### config.mk
export PLATFORM = sky130hd
export DESIGN_NAME = timing_gen_flat
export DESIGN_NICKNAME = d
export VERILOG_FILES = /design/src/rtl/timing_gen_if.sv /design/src/rtl/timing_gen.sv /design/src/flat_wrapper.sv
export SDC_FILE = /design/constraint.sdc
export NUM_CORES = 1
export LEC_CHECK = 0
export CAP_MARGIN = 20
export CORE_MARGIN = 2
export CORE_UTILIZATION = 49
export DETAILED_ROUTE_END_ITERATION = 6
export PLACE_DENSITY = 0.88
export SYNTH_ARGS = -nofsm -noshare
export SYNTH_HDL_FRONTEND = slang
export SYNTH_SLANG_ARGS = --single-unit
export TNS_END_PERCENT = 1
### constraint.sdc
create_clock -name clk -period 4.57 [get_ports clk]
set_input_delay 0.6855 -clock clk [delete_from_list [all_inputs] [get_ports clk]]
set_output_delay 0.6855 -clock clk [all_outputs]
set_load 0.05 [all_outputs]
### src/rtl/timing_gen_if.sv
// timing_gen_if: start request, controller feedback and beat/machine-cycle outputs of the timing generator
interface timing_gen_if #(
    parameter int CNT_W = 16
);
    logic             start_i;
    logic             short_i;
    logic             long_i;
    logic             stop_i;
    logic             t1_o;
    logic             t2_o;
    logic             t3_o;
    logic             w1_o;
    logic             w2_o;
    logic             w3_o;
    logic             running_o;
    logic [CNT_W-1:0] cyc_cnt_o;
    modport master (
        input  start_i, short_i, long_i, stop_i,
        output t1_o, t2_o, t3_o, w1_o, w2_o, w3_o, running_o, cyc_cnt_o
    );
    modport slave (
        output start_i, short_i, long_i, stop_i,
        input  t1_o, t2_o, t3_o, w1_o, w2_o, w3_o, running_o, cyc_cnt_o
    );
endinterface

### src/rtl/timing_gen.sv
// timing_gen: beat (t1..t3) and machine-cycle (w1..w3) sequencer for the hardwired controller
module timing_gen #(
    parameter int SYNC_STAGES = 2,
    parameter int CNT_W       = 16
) (
    input logic          clk,
    input logic          clr,
    timing_gen_if.master bus
);
    // one-hot beat encoding so the state register drives t1..t3 directly
    typedef enum logic [2:0] {HALT = 3'b000, T1 = 3'b001, T2 = 3'b010, T3 = 3'b100} beat_e;
    beat_e                  state_q, state_d;
    logic [2:0]             w_q, w_d, w_adv;
    logic [CNT_W-1:0]       cnt_q, cnt_d;
    logic [SYNC_STAGES-1:0] sync_q;
    logic                   sync_last_q;
    logic                   rise, eoc;
    always_ff @(posedge clk or negedge clr)
        if (!clr) begin
            state_q     <= HALT;
            w_q         <= 3'b001;
            cnt_q       <= '0;
            sync_q      <= '0;
            sync_last_q <= 1'b0;
        end else begin
            state_q     <= state_d;
            w_q         <= w_d;
            cnt_q       <= cnt_d;
            sync_q      <= {sync_q[SYNC_STAGES-2:0], bus.start_i};
            sync_last_q <= sync_q[SYNC_STAGES-1];
        end
    // short/long/stop only matter on the t3 edge that closes a machine cycle
    always_comb begin
        rise    = sync_q[SYNC_STAGES-1] & ~sync_last_q;
        eoc     = state_q == T3;
        w_adv   = w_q[0] ? (bus.short_i ? 3'b001 : 3'b010) :
                  w_q[1] ? (bus.long_i  ? 3'b100 : 3'b001) : 3'b001;
        state_d = state_q == HALT ? (rise ? T1 : HALT) :
                  state_q == T1   ? T2 :
                  state_q == T2   ? T3 : (bus.stop_i ? HALT : T1);
        w_d     = eoc ? w_adv : w_q;
        cnt_d   = cnt_q + CNT_W'(eoc);
    end
    assign bus.t1_o      = state_q[0];
    assign bus.t2_o      = state_q[1];
    assign bus.t3_o      = state_q[2];
    assign bus.w1_o      = w_q[0];
    assign bus.w2_o      = w_q[1];
    assign bus.w3_o      = w_q[2];
    assign bus.running_o = |state_q;
    assign bus.cyc_cnt_o = cnt_q;
endmodule

### src/flat_wrapper.sv
// flat-port wrapper written by rule: the top's interface ports become plain ports
module timing_gen_flat 
#(
    parameter int SYNC_STAGES = 2,
    parameter int CNT_W       = 16
)
  (clk, clr, bus_start_i, bus_short_i, bus_long_i, bus_stop_i, bus_t1_o, bus_t2_o, bus_t3_o, bus_w1_o, bus_w2_o, bus_w3_o, bus_running_o, bus_cyc_cnt_o);
  timing_gen_if #(.CNT_W(CNT_W)) bus_i ();
  input logic clk;
  input logic clr;
  input wire logic [$bits(bus_i.start_i)-1:0] bus_start_i;
  input wire logic [$bits(bus_i.short_i)-1:0] bus_short_i;
  input wire logic [$bits(bus_i.long_i)-1:0] bus_long_i;
  input wire logic [$bits(bus_i.stop_i)-1:0] bus_stop_i;
  output wire logic [$bits(bus_i.t1_o)-1:0] bus_t1_o;
  output wire logic [$bits(bus_i.t2_o)-1:0] bus_t2_o;
  output wire logic [$bits(bus_i.t3_o)-1:0] bus_t3_o;
  output wire logic [$bits(bus_i.w1_o)-1:0] bus_w1_o;
  output wire logic [$bits(bus_i.w2_o)-1:0] bus_w2_o;
  output wire logic [$bits(bus_i.w3_o)-1:0] bus_w3_o;
  output wire logic [$bits(bus_i.running_o)-1:0] bus_running_o;
  output wire logic [$bits(bus_i.cyc_cnt_o)-1:0] bus_cyc_cnt_o;
  assign bus_i.start_i = bus_start_i;
  assign bus_i.short_i = bus_short_i;
  assign bus_i.long_i = bus_long_i;
  assign bus_i.stop_i = bus_stop_i;
  assign bus_t1_o = bus_i.t1_o;
  assign bus_t2_o = bus_i.t2_o;
  assign bus_t3_o = bus_i.t3_o;
  assign bus_w1_o = bus_i.w1_o;
  assign bus_w2_o = bus_i.w2_o;
  assign bus_w3_o = bus_i.w3_o;
  assign bus_running_o = bus_i.running_o;
  assign bus_cyc_cnt_o = bus_i.cyc_cnt_o;
  timing_gen #(.SYNC_STAGES(SYNC_STAGES), .CNT_W(CNT_W)) u_core (.clk(clk), .clr(clr), .bus(bus_i));
endmodule
; Word-level counts from Yosys, hierarchy flattened
; Cells that the tools add are included.
[word_totals]
inputBits = 6
register_bits = 25
wordCells = 22
[op_classes]
reduce_logical = 2
muxes = 9
add_sub_neg = 1
eq_ne = 3
bitwise = 2
[op_table]
columns = operator, n
row1 = $mux 3, 6
row2 = $add 16x1->16, 1
row3 = $eq 3x1->1 const B, 1
row4 = $eq 3x2->1 const B, 1
row5 = $eq 3x3->1 const B, 1
row6 = $logic_not 3->1, 1
row7 = $reduce_or 3->1, 1
row8 = $mux 1, 2
row9 = $mux 2, 1
row10 = $and 1x1->1, 1
row11 = $not 1->1, 1

; Logic depth before layout (Yosys ltp)
; Gate-level depths: netlist of the first run.
[logic_depth]
word_depth = 4
mapped_depth = 7
mapped_depth_nobuf = 7

; Least setup slack after synthesis of the first run
; OpenSTA, ideal clock, no wires.
[synth_timing]
path_kind = reg2reg
from = register u_core.state_q[2]
to = register u_core.cnt_q[8] (netlist: u_core.bus.cyc_cnt_o[8])
synth_period_minus_slack_ns = 2.247
required_ns = 4.428
arrival_ns = 2.104
setup_slack_ns = 2.323
stages_incl_launch_ff = 8
path_cell_list = dfrtp_1 -> or3b_4 -> clkinv_2 -> ha_1 -> ha_1 -> and4_1 -> nand4_1 -> xnor2_1
[synth_via]
elab_chain_len = 2
[synth_rtl]
columns = item, line_no
row1 = "start, declared", timing_gen.sv:12  ; beat_e state_q, state_d;
row2 = "start signal, assigned", timing_gen.sv:26  ; state_q <= state_d;
row3 = $eq 3x3->1, timing_gen.sv:35  ; eoc = state_q == T3;
row4 = $add 16x1->16, timing_gen.sv:42  ; cnt_d = cnt_q + CNT_W'(eoc);
row5 = via u_core.cnt_d[8], timing_gen.sv:14  ; logic [CNT_W-1:0] cnt_q, cnt_d;
row6 = "end signal, assigned", timing_gen.sv:28  ; cnt_q <= cnt_d;
row7 = "end, declared", timing_gen.sv:14
; The timed path passes the listed nets, and every way through them passes these cells.
; A chain may end at the register's enable or synchronous reset.

; Worst setup path after layout of the first run
[layout_timing]
from = register u_core.state_q[1]
to = output bus_running_o
[layout_via]
elab_chain_len = 1
[layout_rtl]
columns = item, line_no
row1 = $reduce_or 3->1, timing_gen.sv:50  ; assign bus.running_o = |state_q;
row2 = "end, declared", flat_wrapper.sv:21  ; output wire logic [$bits(bus_i.running_o)-1:0] bus_running_o;
; Every way passes these cells.

==> run summary, run 1 <==
Syn nets -> 90
CTS clk-pin slew, worst paths -> 0.13 ns
CP top delay family -> buffers and inverters
Layout cell share with drive strength beyond 1 -> 10.6%
Netlist cell types -> 26
Final Max Slew Viols -> 0
Critical Path Source -> u_core.state_q[1]
Number of synthesized register bits -> 25
CP Depth -> 2
Core area -> 1980 um^2
DRC viols -> 0
Final core occ -> 71.1%
Number of global-route vias before repair -> 713
Vias per cell -> 5.29
Final hold vios -> 0
Hold Crit Class -> register to register
TritonCTS clock tree -> yes
Post-placement cell count -> 135
First-pass GRT wire length -> 3.18 mm
Starting Density -> 52.7%
Post-cts sizing count -> 0
Root buffer cell -> clkbuf_4
Worst R2R Setup Slack -> 2.49 ns
Max cap viols -> 0
Avg Cell Area, Syn -> 12.9 um^2
Vias -> 741
Nets -> 123
Final period util -> 56.2%
DRT antenna net count -> 0
CP arrival -> 1.88 ns
Hold buffer count at cts -> 0
Area added between synthesis and finish -> 34.9%
Slew HR -> 66.1%
Clk_lat worst skew -> 0.32 ns
RSZ-0062 raised after global routing -> false
Die area -> 2520 um^2
Die width -> 50.2 um
Slowest CP cell -> clkdlybuf4s50_1
Inserted Clock Buffers -> 3
Most frequent cells after synthesis -> 24 x dfrtp_1, 10 x xnor2_1, 6 x nand2_1, 5 x nand4_1
Seq/Total Area, Yosys -> 60.0%
Measured slew at the worst slew-check pin -> 0.508 ns
Min setup slack post-route -> 2.00 ns
DRT Wirelength -> 1.86 mm
Die Ht -> 50.2 um
Most frequent cell after synthesis -> dfrtp_1
Worst r2r src -> u_core.state_q[1]
Routability Congestion -> 0.775
Wirelength per Cell -> 13.3 um
Yosys top cell area share -> 57.5%
Largest net degree at the start of global routing -> 26
Post-place setup slack -> 2.35 ns
Worst VDD drop -> 0.425 mV
Required time worst endpoint -> 3.88 ns
Classification of the worst setup path -> register to output pin
Post-Syn Area -> 1040 um^2
Crit path launch type -> register
Main synth FF type -> dfrtp_1
Number of synthesized flops with an enable pin -> 0
Initial antenna violation count -> 0
DRT Pass-1 Iters -> 4
Ant diodes -> 0
Fmax -> 389 MHz
Worst Skew -> 0.00127 ns
Post-CTS Setup Bufs -> 0
Detailed Place HPWL -> 1.41 mm
FFs w/ async S/R, synth -> 100%
Cell taking the most area after synthesis -> dfrtp_1
Buffers on Ports -> 28
Min Tclk post-route -> 2.57 ns
Final setup violation count -> 0
Crit. End Element -> output pin
Tot GR Track Use -> 16.6%
Grt total ovfl -> 0
DRT iter0 DRCs -> 3
Cells after Synth -> 81
YS warnings -> 0
H-tree Lvls -> 1
Clock Sinks -> 25
Crit path capture -> bus_running_o
LEAKAGE -> 0.632 nW
Slowest stage delay, CP -> 0.72 ns
RR Endpoint -> u_core.bus.cyc_cnt_o[14]
IO Count -> 29
Main area contributors after synthesis -> dfrtp_1 57%, xnor2_1 8.4%, ha_1 3.6%
Highest fanout seen on the critical path -> 6
Length in cells of the worst reg-to-reg path -> 7
Bufs on Longest Clock Path -> 2
Sum of negative setup slack -> 0 ns
Final non-filler cell total -> 140
CP bufs+invs -> 1
Status -> finished, final reports clean
FP Rows -> 16
PD cells -> 558 nW/um^2
Crit-path cells -> or3_1, clkdlybuf4s50_1
## sequential cells by signal, summed over array words and instances, names as in the netlist
signal                count
u_core.bus.cyc_cnt_o     16
u_core.state_q            3
u_core.w_q                3
u_core.sync_q             2
u_core.sync_last_q        1
## cell usage in the layout, fill, tap and decap left out, drive strengths merged
cell type,synthesis,final
clkdlybuf4s50,0,28
dfrtp,24,24
xnor2,10,10
nand2,6,6
nand4,5,5
nand3,5,5
and4,4,4
xor2,4,4
ha,3,3
clkbuf,1,3
clkinv,1,2
and3,2,2
nor3b,2,2
a21oi,2,2
and4bb,1,1
or3b,1,1
nand4b,1,1
nor3,1,1
nor2,1,1
or3,1,1
inv,1,1
o32ai,1,1
o31ai,1,1
nand3b,1,1
o21a,1,1
buf,0,1
dfstp,1,1
## layout make-up
cell class	count	area, um^2
Timing Repair Buffer	29	308
Sequential cell	25	627
Clock inverter	1	5.00
Fill cell	132	573
Tap cell	27	33.8
Multi-Input combinational cell	53	404
Clock buffer	3	22.5
Inverter	2	8.76
## worst min-delay path by stage
stage / to / from / cells after the start
final: u_core.sync_q[1] / u_core.sync_q[0] / 0
after floorplan: u_core.sync_q[1] / u_core.sync_q[0] / 0
after global placement: u_core.sync_q[1] / u_core.sync_q[0] / 0
after CTS: u_core.sync_q[1] / u_core.sync_q[0] / 0
after global routing: u_core.sync_q[1] / u_core.sync_q[0] / 0
after detailed placement: u_core.sync_q[1] / u_core.sync_q[0] / 0
## metrics by stage
step                hold WS, ns  power (mW)  instance area [um^2]
finish                    0.363       0.786                  1410
global route              0.384       0.827                  1410
CTS                       0.365       0.791                  1380
detailed placement        0.335       0.694                  1350
global placement          0.335       0.684                  1350
floorplan                 0.331       0.567                  1040
## layer usage
metal / up-vias / global-route usage, % / part of all wire [%]
met3: 3 / 3.57 / 3.3
met5: - / 0 / 0
li1: 358 / - / -
met1: 366 / 23.0 / 47
met4: 0 / 5.56 / 1.1
met2: 14 / 26.1 / 48
## report_power, final
| group | switching [mW] | internal [mW] |
|---|---|---|
| logic | 0.238 | 0.128 |
| clock network | 0.0636 | 0.0328 |
| registers | 0.0570 | 0.267 |
## kinds of logic after synthesis
kind of cell / synth area share (%)
AND/OR/NAND/NOR: 19.6
flip-flops: 60.0
XOR/XNOR: 11.7
AO/OA/AOI/OAI: 3.71
buffers and inverters: 1.32
adder cells (fa/ha/maj): 3.59
No activity file was read; power rests on OpenSTA's default activity.
==> inputs of run 2 (changes only) <==
- CORE_UTILIZATION: 49 -> 46
- PLACE_DENSITY: 0.88 -> 0.84
- clock period: 4.57 -> 2.5 ns (I/O delays scaled with it)
==> run 2 against run 1 <==
Effect of this change: cell count up 0.71%; first-iteration DRC count rose to 5.3 times the previous value; combinational power up 83%.
==> run summary, run 2 (synthesis gave the netlist of run 1 again) <==
Worst VDD drop -> 0.753 mV
PD cells -> 1030 nW/um^2
Area added between synthesis and finish -> 33.1%
Final hold vios -> 0
Final non-filler cell total -> 141
Crit path capture -> bus_running_o
DRT Pass-1 Iters -> 4
Clk_lat worst skew -> 0.31 ns
CTS clk-pin slew, worst paths -> 0.13 ns
Fmax -> 443 MHz
Vias -> 747
Multi-input logic area -> 404 um^2
Commonest cells after routing, fill and taps aside -> 28 x clkdlybuf4s50_1, 24 x dfrtp_1, 10 x xnor2_1, 6 x nand2_1, 5 x nand4_1
Starting Density -> 48.2%
RR Endpoint -> u_core.bus.cyc_cnt_o[8]
Hold Crit Class -> register to register
Placed Area -> 1360 um^2
Max reg flops -> 16
Die width -> 51.7 um
H-tree Lvls -> 1
DRT iter0 DRCs -> 16
Worst Skew -> 0.00331 ns
Die area -> 2670 um^2
Post-route cell area -> 1390 um^2
Classification of the worst setup path -> register to output pin
Critical Path Source -> u_core.state_q[1]
FP Rows -> 17
Buffers on Ports -> 28
Ant diodes -> 0
Number of global-route vias before repair -> 753
Final Max Slew Viols -> 0
Measured slew at the worst slew-check pin -> 0.511 ns
Required time worst endpoint -> 2.12 ns
Crit path launch type -> register
Final setup violation count -> 0
RSZ-0062 raised after global routing -> false
Wirelength per Cell -> 13.8 um
Worst r2r src -> u_core.state_q[1]
DRT Wirelength -> 1.94 mm
Commonest non-fill, non-tap cell in the layout -> clkdlybuf4s50_1
DRT antenna net count -> 0
Final core occ -> 64.1%
Highest fanout seen on the critical path -> 6
Routability Congestion -> 0.769
Die Ht -> 51.7 um
First-pass GRT wire length -> 3.44 mm
DRC viols -> 0
Core area -> 2170 um^2
Sw frac -> 45.8%
Largest net degree at the start of global routing -> 26
Final period util -> 90.3%
Sum of negative setup slack -> 0 ns
Internal power -> 0.779 mW
Post-place setup slack -> 0.462 ns
Vias per cell -> 5.30
Grt total ovfl -> 0
Slew HR -> 65.8%
Inserted Clock Buffers -> 3
Post-CTS Setup Bufs -> 0
Layout cell share with drive strength beyond 1 -> 10.6%
Crit. End Element -> output pin
Net load switching power -> 0.658 mW
Clk pwr share -> 12.1%
Register Area -> 627 um^2
Min Tclk post-route -> 2.26 ns
LEAKAGE -> 0.624 nW
Tot GR Track Use -> 17.5%
Bufs on Longest Clock Path -> 2
Post-cts sizing count -> 0
TritonCTS clock tree -> yes
Clock Sinks -> 25
Status -> finished, final reports clean
Reg power frac -> 41.4%
Length in cells of the worst reg-to-reg path -> 7
IO Count -> 29
Fill count -> 194
Min setup slack post-route -> 0.244 ns
Max cap viols -> 0
Worst R2R Setup Slack -> 0.45 ns
Initial antenna violation count -> 0
Hold buffer count at cts -> 0
Detailed Place HPWL -> 1.47 mm
CP arrival -> 1.88 ns
Logic pwr share -> 46.5%
Nets -> 123
Post-placement cell count -> 137
Root buffer cell -> clkbuf_4
==> run 2: cell count changes in the layout (fill, tap and decap cells not counted) <==
| cell | previous run | this run |
|---|---|---|
| buf_4 | 0 | 1 |
| buf_16 | 1 | 0 |
==> run 2: layout make-up <==
type,instances,share of cell area (%)
Multi-Input combinational cell,53,29.1
Tap cell,28,2.52
Inverter,2,0.630
Timing Repair Buffer,29,20.7
Clock inverter,1,0.360
Clock buffer,3,1.62
Sequential cell,25,45.1
==> run 2: worst min-delay path by stage <==
stage | from | endpoint | depth (start not counted) | slack (ns)
after floorplan | clr | u_core.bus.cyc_cnt_o[0] | 0 | 0.08
after global placement | u_core.sync_q[0] | u_core.sync_q[1] | 0 | 0.34
after detailed placement | u_core.sync_q[0] | u_core.sync_q[1] | 0 | 0.36
after CTS | u_core.sync_q[0] | u_core.sync_q[1] | 0 | 0.39
after global routing | u_core.sync_q[0] | u_core.sync_q[1] | 0 | 0.37
final | u_core.sync_q[0] | u_core.sync_q[1] | 0 | 0.38
==> run 2: power groups by stage <==
stage	clock network [mW]	logic, mW	registers [mW]
finish	0.174	0.668	0.594
global route	0.195	0.701	0.613
CTS	0.179	0.672	0.596
detailed placement	0	0.670	0.602
global placement	0	0.661	0.595
floorplan	0	0.197	0.840
==> run 2: worst max-delay path, cell delays in order, from the launching register on <==
cell	delay, ns
dfrtp_1	0.45
or3_1	0.41
clkdlybuf4s50_1	0.71
==> run 2: through the flow <==
stage / power (mW) / hold slack, ns
floorplan: 1.04 / 0.0794
CTS: 1.45 / 0.386
detailed placement: 1.27 / 0.358
global placement: 1.26 / 0.336
global route: 1.51 / 0.374
finish: 1.44 / 0.377
==> run 2: metal layers <==
| metal | vias to the layer above | share of wire (%) | global-route usage [%] |
|---|---|---|---|
| met4 | 0 | 0.62 | 5.26 |
| met3 | 2 | 4.3 | 3.74 |
| met1 | 370 | 45 | 24.1 |
| met5 | - | 0 | 0 |
| li1 | 354 | - | - |
| met2 | 21 | 50 | 27.8 |
